--- src/rtl/uart_rx_core_if.sv ---
// Receiver-side bundle: serial line and frame options in, recovered word and strobes out.
// DATA_VALID is a one-cycle push strobe with no backpressure (no ready); P_DATA is valid with it and holds until the next good frame.
interface uart_rx_core_if #(
  parameter int WIDTH = 8
);
  logic             RX_IN;
  logic             PAR_EN;
  logic             PAR_TYP;
  logic [WIDTH-1:0] P_DATA;
  logic             DATA_VALID;
  logic             PAR_ERR;
  logic             STP_ERR;

  modport master (
    output RX_IN, PAR_EN, PAR_TYP,
    input  P_DATA, DATA_VALID, PAR_ERR, STP_ERR
  );

  modport slave (
    input  RX_IN, PAR_EN, PAR_TYP,
    output P_DATA, DATA_VALID, PAR_ERR, STP_ERR
  );
endinterface

--- src/rtl/uart_rx_core.sv ---
// UART receiver: oversampled at PRESCALE x bit rate, 2-of-3 mid-bit vote, LSB-first,
// optional even/odd parity, one stop bit, one-cycle result strobes.
module uart_rx_core #(
  parameter int WIDTH    = 8,
  parameter int PRESCALE = 8
) (
  input  logic           CLK,
  input  logic           RST,
  uart_rx_core_if.slave  bus,
  output logic [2:0]     dbg_state
);

  localparam int EW = (PRESCALE > 1) ? $clog2(PRESCALE) : 1;
  localparam int BW = $clog2(WIDTH + 1);

  localparam logic [EW-1:0] SMP0 = EW'(PRESCALE/2 - 1);
  localparam logic [EW-1:0] SMP1 = EW'(PRESCALE/2);
  localparam logic [EW-1:0] SMP2 = EW'(PRESCALE/2 + 1);
  localparam logic [EW-1:0] LAST = EW'(PRESCALE - 1);
  // Early stop decision; clamped so the smallest prescale still reaches it inside the bit.
  localparam logic [EW-1:0] STOP_AT =
    EW'((PRESCALE/2 + 2 > PRESCALE - 1) ? PRESCALE - 1 : PRESCALE/2 + 2);
  localparam logic [BW-1:0] LAST_BIT = BW'(WIDTH - 1);

  typedef enum logic [2:0] {
    IDLE   = 3'd0,
    START  = 3'd1,
    DATA   = 3'd2,
    PARITY = 3'd3,
    STOP   = 3'd4
  } state_t;

  state_t           state;
  logic             rx_meta, rx, rx_prev;
  logic [EW-1:0]    edge_cnt;
  logic [BW-1:0]    bit_cnt;
  logic [2:0]       smp;
  logic [WIDTH-1:0] shift_reg;
  logic             par_en_l, par_typ_l, par_bad;
  logic             smp2_now, maj;

  assign dbg_state = state;

  always_ff @(posedge CLK or negedge RST) begin
    if (!RST) begin
      rx_meta <= 1'b1;
      rx      <= 1'b1;
      rx_prev <= 1'b1;
    end else begin
      rx_meta <= bus.RX_IN;
      rx      <= rx_meta;
      rx_prev <= rx;
    end
  end

  always_ff @(posedge CLK or negedge RST) begin
    if (!RST) begin
      smp <= 3'b111;
    end else if (state != IDLE) begin
      if (edge_cnt == SMP0) smp[0] <= rx;
      if (edge_cnt == SMP1) smp[1] <= rx;
      if (edge_cnt == SMP2) smp[2] <= rx;
    end
  end

  // The third sample is bypassed from rx when the decision lands on its capture cycle.
  always_comb begin
    smp2_now = (edge_cnt == SMP2) ? rx : smp[2];
    maj      = (smp[0] & smp[1]) | (smp[0] & smp2_now) | (smp[1] & smp2_now);
  end

  always_ff @(posedge CLK or negedge RST) begin
    if (!RST) begin
      state          <= IDLE;
      edge_cnt       <= '0;
      bit_cnt        <= '0;
      shift_reg      <= '0;
      par_en_l       <= 1'b0;
      par_typ_l      <= 1'b0;
      par_bad        <= 1'b0;
      bus.P_DATA     <= '0;
      bus.DATA_VALID <= 1'b0;
      bus.PAR_ERR    <= 1'b0;
      bus.STP_ERR    <= 1'b0;
    end else begin
      bus.DATA_VALID <= 1'b0;
      bus.PAR_ERR    <= 1'b0;
      bus.STP_ERR    <= 1'b0;
      case (state)
        IDLE: begin
          edge_cnt <= '0;
          // The detect cycle counts as edge 0 of the start bit.
          if (!rx && rx_prev) begin
            state     <= START;
            edge_cnt  <= EW'(1);
            par_en_l  <= bus.PAR_EN;
            par_typ_l <= bus.PAR_TYP;
          end
        end
        START: begin
          edge_cnt <= edge_cnt + EW'(1);
          if (edge_cnt == LAST) begin
            edge_cnt <= '0;
            bit_cnt  <= '0;
            state    <= maj ? IDLE : DATA;
          end
        end
        DATA: begin
          edge_cnt <= edge_cnt + EW'(1);
          if (edge_cnt == LAST) begin
            edge_cnt  <= '0;
            shift_reg <= {maj, shift_reg[WIDTH-1:1]};
            bit_cnt   <= bit_cnt + BW'(1);
            if (bit_cnt == LAST_BIT) state <= par_en_l ? PARITY : STOP;
          end
        end
        PARITY: begin
          edge_cnt <= edge_cnt + EW'(1);
          if (edge_cnt == LAST) begin
            edge_cnt <= '0;
            par_bad  <= (maj != (^shift_reg ^ par_typ_l));
            state    <= STOP;
          end
        end
        STOP: begin
          edge_cnt <= edge_cnt + EW'(1);
          if (edge_cnt == STOP_AT) begin
            if (maj && !par_bad) begin
              bus.P_DATA     <= shift_reg;
              bus.DATA_VALID <= 1'b1;
            end
            bus.PAR_ERR <= par_bad;
            bus.STP_ERR <= ~maj;
            par_bad     <= 1'b0;
            edge_cnt    <= '0;
            state       <= IDLE;
          end
        end
        default: begin
          state    <= IDLE;
          edge_cnt <= '0;
        end
      endcase
    end
  end

endmodule

--- src/flat_wrapper.sv ---
// flat-port wrapper written by rule: the top's interface ports become plain ports
module uart_rx_core_flat 
#(
  parameter int WIDTH    = 8,
  parameter int PRESCALE = 8
)
  (CLK, RST, dbg_state, bus_RX_IN, bus_PAR_EN, bus_PAR_TYP, bus_P_DATA, bus_DATA_VALID, bus_PAR_ERR, bus_STP_ERR);
  uart_rx_core_if #(.WIDTH(WIDTH)) bus_i ();
  input  logic CLK;
  input  logic RST;
  output logic [2:0] dbg_state;
  input wire logic [$bits(bus_i.RX_IN)-1:0] bus_RX_IN;
  input wire logic [$bits(bus_i.PAR_EN)-1:0] bus_PAR_EN;
  input wire logic [$bits(bus_i.PAR_TYP)-1:0] bus_PAR_TYP;
  output wire logic [$bits(bus_i.P_DATA)-1:0] bus_P_DATA;
  output wire logic [$bits(bus_i.DATA_VALID)-1:0] bus_DATA_VALID;
  output wire logic [$bits(bus_i.PAR_ERR)-1:0] bus_PAR_ERR;
  output wire logic [$bits(bus_i.STP_ERR)-1:0] bus_STP_ERR;
  assign bus_i.RX_IN = bus_RX_IN;
  assign bus_i.PAR_EN = bus_PAR_EN;
  assign bus_i.PAR_TYP = bus_PAR_TYP;
  assign bus_P_DATA = bus_i.P_DATA;
  assign bus_DATA_VALID = bus_i.DATA_VALID;
  assign bus_PAR_ERR = bus_i.PAR_ERR;
  assign bus_STP_ERR = bus_i.STP_ERR;
  uart_rx_core #(.WIDTH(WIDTH), .PRESCALE(PRESCALE)) u_core (.CLK(CLK), .RST(RST), .bus(bus_i), .dbg_state(dbg_state));
endmodule
--- config.mk ---
export PLATFORM = sky130hd
export DESIGN_NAME = uart_rx_core_flat
export DESIGN_NICKNAME = d
export VERILOG_FILES = /design/src/rtl/uart_rx_core_if.sv /design/src/rtl/uart_rx_core.sv /design/src/flat_wrapper.sv
export SDC_FILE = /design/constraint.sdc
export NUM_CORES = 1
export LEC_CHECK = 0
export ABC_AREA = 1
export BUFFER_PORTS_ARGS = -buffer_cell sky130_fd_sc_hd__buf_2
export CAP_MARGIN = 20
export CORE_ASPECT_RATIO = 1.75
export CORE_MARGIN = 10
export CORE_UTILIZATION = 25
export CTS_CLUSTER_SIZE = 12
export DETAILED_ROUTE_END_ITERATION = 10
export PLACE_DENSITY = 0.51
export SYNTH_ARGS = -nofsm -noshare
export SYNTH_HDL_FRONTEND = slang
export SYNTH_SLANG_ARGS = --single-unit
--- constraint.sdc ---
create_clock -name CLK -period 2 [get_ports CLK]
set_input_delay 0.1 -clock CLK [delete_from_list [all_inputs] [get_ports CLK]]
set_output_delay 0.1 -clock CLK [all_outputs]
set_load 0.03 [all_outputs]
; Word level (Yosys, flattened, before mapping)
; Cells that the tools add are included.
[classes]
n_reduce_logical = 18
mux = 27
bitwise = 7
n_eq_ne = 17
add_sub_neg = 2
[op_table]
columns = op, count
row1 = $mux W3, 9
row2 = $eq A3 B3 Y1 const B, 5
row3 = $pmux W3 S5, 1
row4 = $ne A2 B1 Y1 const B, 6
row5 = $mux W1, 11
row6 = $eq A3 B2 Y1 const B, 3
row7 = $pmux W3 S3, 1
row8 = $reduce_and A3 Y1, 3
row9 = $mux W4, 2
row10 = $pmux W4 S2, 1
row11 = $reduce_and A2 Y1, 4
row12 = $reduce_xor A8 Y1, 1
row13 = $reduce_and A6 Y1, 1
row14 = $add A4 B1 Y4 const B, 1
row15 = $eq A4 B3 Y1 const B, 1
row16 = $reduce_bool A2 Y1, 2
row17 = $add A3 B1 Y3 const B, 1
row18 = $and A1 B1 Y1, 3
row19 = $eq A3 B1 Y1 const B, 1
row20 = $logic_not A3 Y1, 1
row21 = $reduce_bool A3 Y1, 1
row22 = $reduce_or A3 Y1, 1
row23 = $logic_and A1 B1 Y1, 2
row24 = $logic_not A1 Y1, 2
row25 = other kinds (6), 7
[totals]
wordCells = 88
register_bits = 38
in_bits = 5

; Longest topological paths before layout
; Gate-level depths: netlist of run 1.
[depth]
ltp_word = 9
depth_mapped = 13

; Worst setup path before layout of run 1
; No wires, ideal clock.
[synth_timing]
kind = reg-to-reg
startpoint = reg u_core.state[0] (netlist: u_core.dbg_state[0])
endpoint = reg u_core.bus.P_DATA[7]
path_stages_with_launch = 10
slack_ns = 0.559
t_arrival_ns = 1.323
setup_ns = 0.119
path_buffers = 1
cell_sequence = dfrtp_1 -> inv_2 -> nand2_4 -> nor2_8 -> nand2_4 -> clkinv_2 -> nand3_4 -> buf_6 -> nand2_2 -> o21ai_2
[synth_via]
elab_chain_cells = 2
[synth_lines]
columns = element, line
row1 = from (decl), uart_rx_core.sv:33  ; state_t state;
row2 = from (signal assigned), uart_rx_core.sv:105  ; state <= maj ? IDLE : DATA;
row3 = from (signal assigned), uart_rx_core.sv:114  ; if (bit_cnt == LAST_BIT) state <= par_en_l ? PARITY : STOP;
row4 = $eq A3 B3 Y1, uart_rx_core.sv:89  ; case (state)
row5 = $reduce_and A3 Y1 (no line), -
row6 = to (signal assigned), uart_rx_core.sv:129  ; bus.P_DATA <= shift_reg;
row7 = to (decl), uart_rx_core_if.sv:21  ; output P_DATA, DATA_VALID, PAR_ERR, STP_ERR
; Every way passes these cells.
; A chain may end at the register's enable or synchronous reset.

; Worst setup path after layout of run 1
[layout_timing]
startpoint = reg u_core.edge_cnt[1]
endpoint = reg u_core.bus.P_DATA[3]
[layout_via]
elab_chain_cells = 7
[layout_lines]
columns = element, line
row1 = from (decl), uart_rx_core.sv:35  ; logic [EW-1:0] edge_cnt;
row2 = from (signal assigned), uart_rx_core.sv:101  ; edge_cnt <= edge_cnt + EW'(1);
row3 = from (signal assigned), uart_rx_core.sv:109  ; edge_cnt <= edge_cnt + EW'(1);
row4 = from (signal assigned), uart_rx_core.sv:118  ; edge_cnt <= edge_cnt + EW'(1);
row5 = $eq A3 B3 Y1, uart_rx_core.sv:68  ; smp2_now = (edge_cnt == SMP2) ? rx : smp[2];
row6 = $mux W1, uart_rx_core.sv:68
row7 = $and A1 B1 Y1, uart_rx_core.sv:69  ; maj = (smp[0] & smp[1]) | (smp[0] & smp2_now) | (smp[1] & smp2_now);
row8 = $or A1 B1 Y1 (2 in series), uart_rx_core.sv:69
row9 = $logic_and A1 B1 Y1, uart_rx_core.sv:128  ; if (maj && !par_bad) begin
row10 = $reduce_and A3 Y1 (no line) (*), -
; Every way passes the cells marked *; elsewhere a longest branch is shown, timed or not.

==> run_results.csv, run 1 <==
group,metric,value,unit
status,outcome,"completed",
route,dr.pass1.iters,4,
place,dp_hpwl,3.252,mm
power,powerDensity,1232,nW/um^2
global_routing,first_global_vias,1514,
floorplanning,ioPinCount,19,
clocking,cts_hold_buf,2,
critical_path,worstSetupStartpointType,"flop",
final_layout,register_area,958.4,sq um
power,p_int,1.879,mW
final_layout,nFillCells,835,
critical_path,cpMaxStageDelayCell,"dfrtp_1",
route,drc,0,
final_layout,fin_cells,339,
final_layout,area_delta_synth_final,20.41,%
global_routing,gr-usage-all-layers,7.965,%
place,dp_cells,329,
global_routing,overflow,0,
floorplanning,die_h,136.4,um
worst_hold_path,holdPathEnd,"u_core.par_typ_l",
critical_path,r2r_end,"u_core.bus.P_DATA[3]",
global_routing,grt_pass1_wl,7.403,mm
power,ir_drop,435.7,uV
worst_hold_path,min_from,"bus_PAR_TYP",
power,finalPower,2.874,mW
floorplanning,core_area,7567,sq um
job,cap_violations,0,
critical_path,cp_cell_sequence,"inv_1 -> ha_1 -> nand2_1 -> nand2_1 -> nand3_1 -> nand2_2 -> nand3_4 -> nand2_1 -> o21ai_2",
floorplanning,rows,42,
critical_path,crit_type,"reg2reg",
synthesis,synth-seq-area-share,49.48,%
final_layout,diodes,0,
timing,rsz0062_at_grt,"false",
synthesis,yosys_register_bits,38,
synthesis,synthAdderAreaFrac,4.522,%
route,dr_total_vias,1498,
power,swShare,34.61,%
critical_path,worstPathArrival,1860,ps
worst_hold_path,holdPathStages,3,
power,leakagePower,1.194,nW
critical_path,path_max_fanout,17,
synthesis,synthMuxAreaShare,0,%
synthesis,synth-xor-area-share,0.9044,%
clocking,cts_tree,"built",
timing,worstMarginPinSlew,887.7,ps
synthesis,synth_compound_area_share,12.66,%
synthesis,synth.avg_cell_area,8.608,sq um
timing,finalHoldViolations,0,
power,seqPwrFrac,35.9,%
critical_path,rr_startpoint,"u_core.edge_cnt[1]",
synthesis,netlist_top_cells_area,"dfrtp_1, nand2_1, dfstp_2, inv_1, ha_1",
timing,period_needed,1689,ps
synthesis,synthSimpleGateAreaFrac,25.06,%
route,drtIter0Drc,45,
clocking,cts-root-buf,"clkbuf_16",
route,ant_nets,0,
timing,finalSetupViolCount,0,
timing,period_share,84.46,%
clocking,worstSkewPairLatency,290,ps
synthesis,synth_cell_types,32,
synthesis,synth.top_cell.area_share,41.34,%
floorplanning,start_util,25.60,%
synthesis,synth_top_area_cell,"dfrtp_1",
critical_path,cp.required,2170,ps
power,pwr-share-clk,36.2,%
global_routing,grt_max_degree,39,
worst_hold_path,hold_class,"in2reg",
clocking,cts_sinks,38,
place,gp_congestion,0.7745,
route,vias_per_cell,4.419,
critical_path,reg2reg_slack,310,ps
clocking,cts_buffer_depth,2,
critical_path,end_kind,"flop",
synthesis,syn_inst,225,
synthesis,syn_nets,237,
timing,relSlewSlack,40.82,%
timing,finalClockSkew,5.875,ps
timing,tns,0,ps
synthesis,ys_warn_count,0,
clocking,clk_pin_slew,60,ps
timing,clock.fmax,0.5920,GHz
synthesis,synth_top_family_by_area,"simple AND/OR/NAND/NOR gates",
timing,holdWs,74.17,ps
floorplanning,die_x,86.54,um
critical_path,crit_top_cell,"nand2_1",
place,portBuffers,18,
route,routedWlPerCell,12.74,um
timing,slew_violations,0,
power,switching_power,994.8,uW
route,wirelength,4.318,mm
global_routing,antenna_found_initial,0,
final_layout,nets,262,
critical_path,critical-path-max-stage-delay,400,ps
clocking,cts_buffers,5,
power,power_frac_comb,27.9,%
synthesis,syn-cell-area,1937,sq um
clocking,post_cts_resized,0,
clocking,cts_setup_buffers,0,
critical_path,r2r_cells,9,
final_layout,drive_above_1_share,23.11,%
final_layout,multi_input_area,835.8,sq um
clocking,ctsHtreeMaxLevel,2,
floorplanning,die_area,11810,sq um
-- layout by cell type (no fill, tap or decap), types with 2 or more instances in the layout --
master          n
a21oi_1         5
a31oi_1         2
buf_2          18
bufinv_16       2
clkbuf_16       5
dfrtp_1        32
dfstp_2         6
dlygate4sd3_1   2
ha_1            7
inv_1          28
inv_2           2
nand2_1        69
nand2_2         4
nand2_4         2
nand3_1        12
nand4_1         2
nor2_1          8
o21ai_0        17
o21ai_1         4
o21ai_2         9
-- cell type report --
type	count	area share, %
Tap cell	88	4.721
Clock inverter	3	2.951
Clock buffer	5	5.365
Timing Repair Buffer	20	4.721
Sequential cell	38	41.09
Multi-Input combinational cell	153	35.84
Inverter	32	5.311
-- synthesized netlist by cell type, drive strengths merged --
master,count
ha,7
a22o,1
a21oi,5
buf,2
nand4,2
xnor2,1
dfstp,6
or2,1
nand3,13
a31o,1
o21ai,30
clkinv,1
inv,31
xor2,1
nor2,11
nor3,2
dfrtp,32
o22ai,1
a31oi,2
nand2,75
-- how the worst max path moves through the flow --
stage / start / endpoint / slack, ps / cells after the start
floorplan: u_core.dbg_state[0] / u_core.bus.P_DATA[7] / 560 / 9
CTS: u_core.edge_cnt[1] / u_core.bus.P_DATA[3] / 290 / 9
global route: u_core.edge_cnt[0] / u_core.bit_cnt[0] / 120 / 6
finish: u_core.edge_cnt[1] / u_core.bus.P_DATA[3] / 310 / 9
detailed placement: u_core.edge_cnt[1] / u_core.bus.P_DATA[3] / 300 / 9
global placement: u_core.edge_cnt[1] / u_core.bus.P_DATA[4] / 300 / 9
-- logic make-up after synthesis --
logic type / Yosys count
buf+inv: 34
simple gates: 104
xor+xnor: 2
fa+ha+maj: 7
compound gates: 40
flops: 38
-- worst max-delay path: cells and delay by family, from the launching register on --
family | cells | cell delay, ps
simple gates | 6 | 840
flops | 1 | 400
fa+ha+maj | 1 | 190
buf+inv | 1 | 90
compound gates | 1 | 60
-- power by group through the flow --
stage / combinational (mW) / clock [mW] / sequential (mW)
final: 0.801 / 1.04 / 1.03
after global routing: 0.909 / 1.10 / 1.05
after CTS: 0.811 / 1.08 / 1.03
after detailed placement: 0.806 / 0 / 1.04
after global placement: 0.807 / 0 / 1.04
after floorplan: 0.575 / 0 / 1.05
-- layer usage --
layer  GRT usage (%)  vias to the layer above  wire, um
met1           8.360                      709      1749
met3           1.797                        7       129
met2           13.88                       18      2317
met4           4.882                        0       121
met5               0                        -         0
li1                -                      764         -
-- per-stage QoR --
| stage | setup WS [ps] | cell area (sq um) | util (%) |
|---|---|---|---|
| after floorplan | 558.6 | 1937 | - |
| after global placement | 304.3 | 2118 | 27.99 |
| after detailed placement | 304.9 | 2118 | 27.99 |
| after CTS | 286.6 | 2332 | 30.82 |
| after global routing | 117.7 | 2332 | 30.82 |
| final | 310.8 | 2332 | 30.82 |
No activity file was read; power rests on OpenSTA's default activity.
==> run 2: changes to the inputs <==
--- a/config.mk
+++ b/config.mk
@@ -13,7 +13,7 @@
 export CORE_UTILIZATION = 25
 export CTS_CLUSTER_SIZE = 12
 export DETAILED_ROUTE_END_ITERATION = 10
-export PLACE_DENSITY = 0.51
+export PLACE_DENSITY = 0.53
 export SYNTH_ARGS = -nofsm -noshare
 export SYNTH_HDL_FRONTEND = slang
 export SYNTH_SLANG_ARGS = --single-unit
==> constraint.sdc (replaced) <==
create_clock -name CLK -period 1.55 [get_ports CLK]
set_input_delay 0.0775 -clock CLK [delete_from_list [all_inputs] [get_ports CLK]]
set_output_delay 0.0775 -clock CLK [all_outputs]
set_load 0.03 [all_outputs]
==> run 2 against run 1 <==
Net effect:
- fmax rose by 11%
- global-route usage rose by 0.16 points
- highest routed layer unchanged
- worst setup slack got worse by 280 ps
- final cell count rose by 4.4%
- critical path depth did not move
- hold slack got worse by 26 ps
- sequential power rose by 31%
- final area rose by 9.7%
- clock power rose by 12%
- largest power group is now combinational cells
- via count rose by 5.1%
- critical endpoint is now u_core.dbg_state[1]
==> run_results.csv, run 2 (same netlist as run 1, synthesis figures left out) <==
group,metric,value,unit
route,wl_met3,125,um
timing,finalHoldViolations,0,
clocking,worstSkewPairLatency,290,ps
clocking,cts-root-buf,"clkbuf_16",
final_layout,nFillCells,805,
worst_hold_path,hold_class,"in2reg",
route,ant_nets,0,
critical_path,worstPathArrival,1730,ps
clocking,clk_pin_slew,60,ps
route,vias_per_cell,4.446,
timing,tns,0,ps
final_layout,multi_input_area,962.2,sq um
final_layout,final_cell_mix,"nand2_1, dfrtp_1, inv_1",
final_layout,diodes,0,
critical_path,cp.required,1760,ps
power,finalPower,3.930,mW
route,top_layer,"met4",
floorplanning,ioPinCount,19,
timing,period_share,97.77,%
timing,period_needed,1515,ps
global_routing,antenna_found_initial,0,
status,outcome,"completed",
clocking,cts_tree,"built",
route,dr_total_vias,1574,
critical_path,end_kind,"flop",
job,cap_violations,0,
critical_path,worstSetupStartpointType,"flop",
place,dp_cells,340,
floorplanning,rows,42,
global_routing,gr-usage-all-layers,8.123,%
final_layout,register_area,962.2,sq um
global_routing,first_global_vias,1608,
route,routedWlPerCell,12.51,um
floorplanning,core_area,7567,sq um
route,drt-met1-wl,1.762,mm
floorplanning,start_util,25.60,%
clocking,cts_sinks,38,
floorplanning,die_area,11810,sq um
power,powerDensity,1536,nW/um^2
power,leakagePower,1.267,nW
floorplanning,die_h,136.4,um
place,dp_hpwl,3.159,mm
timing,worstMarginPinSlew,500.7,ps
clocking,ctsHtreeMaxLevel,2,
final_layout,drive_above_1_share,34.96,%
clocking,cts_buffer_depth,2,
route,drtIter0Drc,55,
final_layout,mostFrequentLayoutCell,"nand2_1",
timing,clock.fmax,0.6599,GHz
route,wirelength,4.430,mm
final_layout,fin_cells,354,
timing,slew_violations,0,
timing,relSlewSlack,66.62,%
global_routing,grt_pass1_wl,7.583,mm
final_layout,area_delta_synth_final,32.04,%
power,ir_drop,688.7,uV
clocking,cts_buffers,5,
route,dr_wl_met2,2.394,mm
timing,rsz0062_at_grt,"true",
timing,finalSetupViolCount,0,
route,drc,0,
global_routing,grt_max_degree,39,
route,dr.pass1.iters,4,
critical_path,crit_type,"reg2reg",
final_layout,nets,277,
timing,finalClockSkew,6.049,ps
place,gp_congestion,0.8133,
global_routing,overflow,0,
floorplanning,die_x,86.54,um
critical_path,path_max_fanout,5,
place,portBuffers,18,
run 2: cell types whose count changed in the layout (fill, tap and decap cells not counted), moves of 3 or more:
cell,before,now
buf_4,0,12
dfrtp_1,32,29
dfrtp_2,0,3
ha_1,7,3
ha_4,0,4
inv_1,28,25
nand2_1,69,63
nand2_2,4,8
run 2: path summary, 6_finish.rpt:
| kind | cells past startpoint | slack, ps | from | end |
|---|---|---|---|---|
| setup / recovery | 9 | 30 | u_core.edge_cnt[1] | u_core.dbg_state[1] |
| hold / removal | 3 | 50 | bus_PAR_TYP | u_core.par_typ_l |
| setup reg to reg | 9 | 30 | u_core.edge_cnt[1] | u_core.dbg_state[1] |
| hold reg to reg | 0 | 350 | u_core.rx_meta | u_core.rx |
| max in group asynchronous | 3 | 790 | RST | u_core.edge_cnt[1] |
| min in group asynchronous | 3 | 370 | RST | u_core.bit_cnt[3] |
run 2: what timing repair did:
action                                 CTS  global route
gates resized for setup                  8            24
gates cloned                             1             0
pin swaps                                3            10
hold buffers                             2             0
setup buffers                            2             1
setup endpoints to repair               10            15
endpoints found under the hold margin   33             0
run 2: final cells by class:
| class | instances | share of cell area (%) |
|---|---|---|
| Tap cell | 88 | 4.305 |
| Sequential cell | 38 | 37.62 |
| Clock buffer | 5 | 4.892 |
| Multi-Input combinational cell | 154 | 37.62 |
| Inverter | 32 | 4.941 |
| Clock inverter | 3 | 1.566 |
| Timing Repair Buffer | 34 | 9.051 |
run 2: stage by stage:
step / util (%) / worst slack (ps) / area [sq um] / hold WS [ps]
2_1_floorplan: - / 108.6 / 1937 / -218.1
3_3_place_gp: 29.25 / -110.4 / 2213 / 165.6
3_5_place_dp: 29.25 / -118.9 / 2213 / 175.8
4_1_cts: 32.36 / 8.311 / 2449 / 46.46
5_1_grt: 33.80 / -54.31 / 2557 / 63.09
6_report: 33.80 / 34.53 / 2557 / 47.76
run 2: worst max-delay path, cell delays in order, from the launching register on:
cell and delay, ps:
dfrtp_2 440, inv_2 90, ha_4 150, nand3_2 110, nand3_4 140, nand2_8 80, buf_4 150, o22ai_1 110
inv_1 70, o21ai_2 100
run 2: where the power goes:
group          leakage (nW)  total [mW]  switching, mW  internal (mW)
Clock                0.0836        1.16          0.407          0.753
Sequential            0.494        1.35          0.175           1.18
Combinational         0.689        1.42          0.868          0.549
run 2: layer usage:
metal	vias up	global-route usage [%]
li1	800	-
met1	745	8.214
met2	21	14.17
met3	8	1.977
met4	0	5.515
met5	-	0
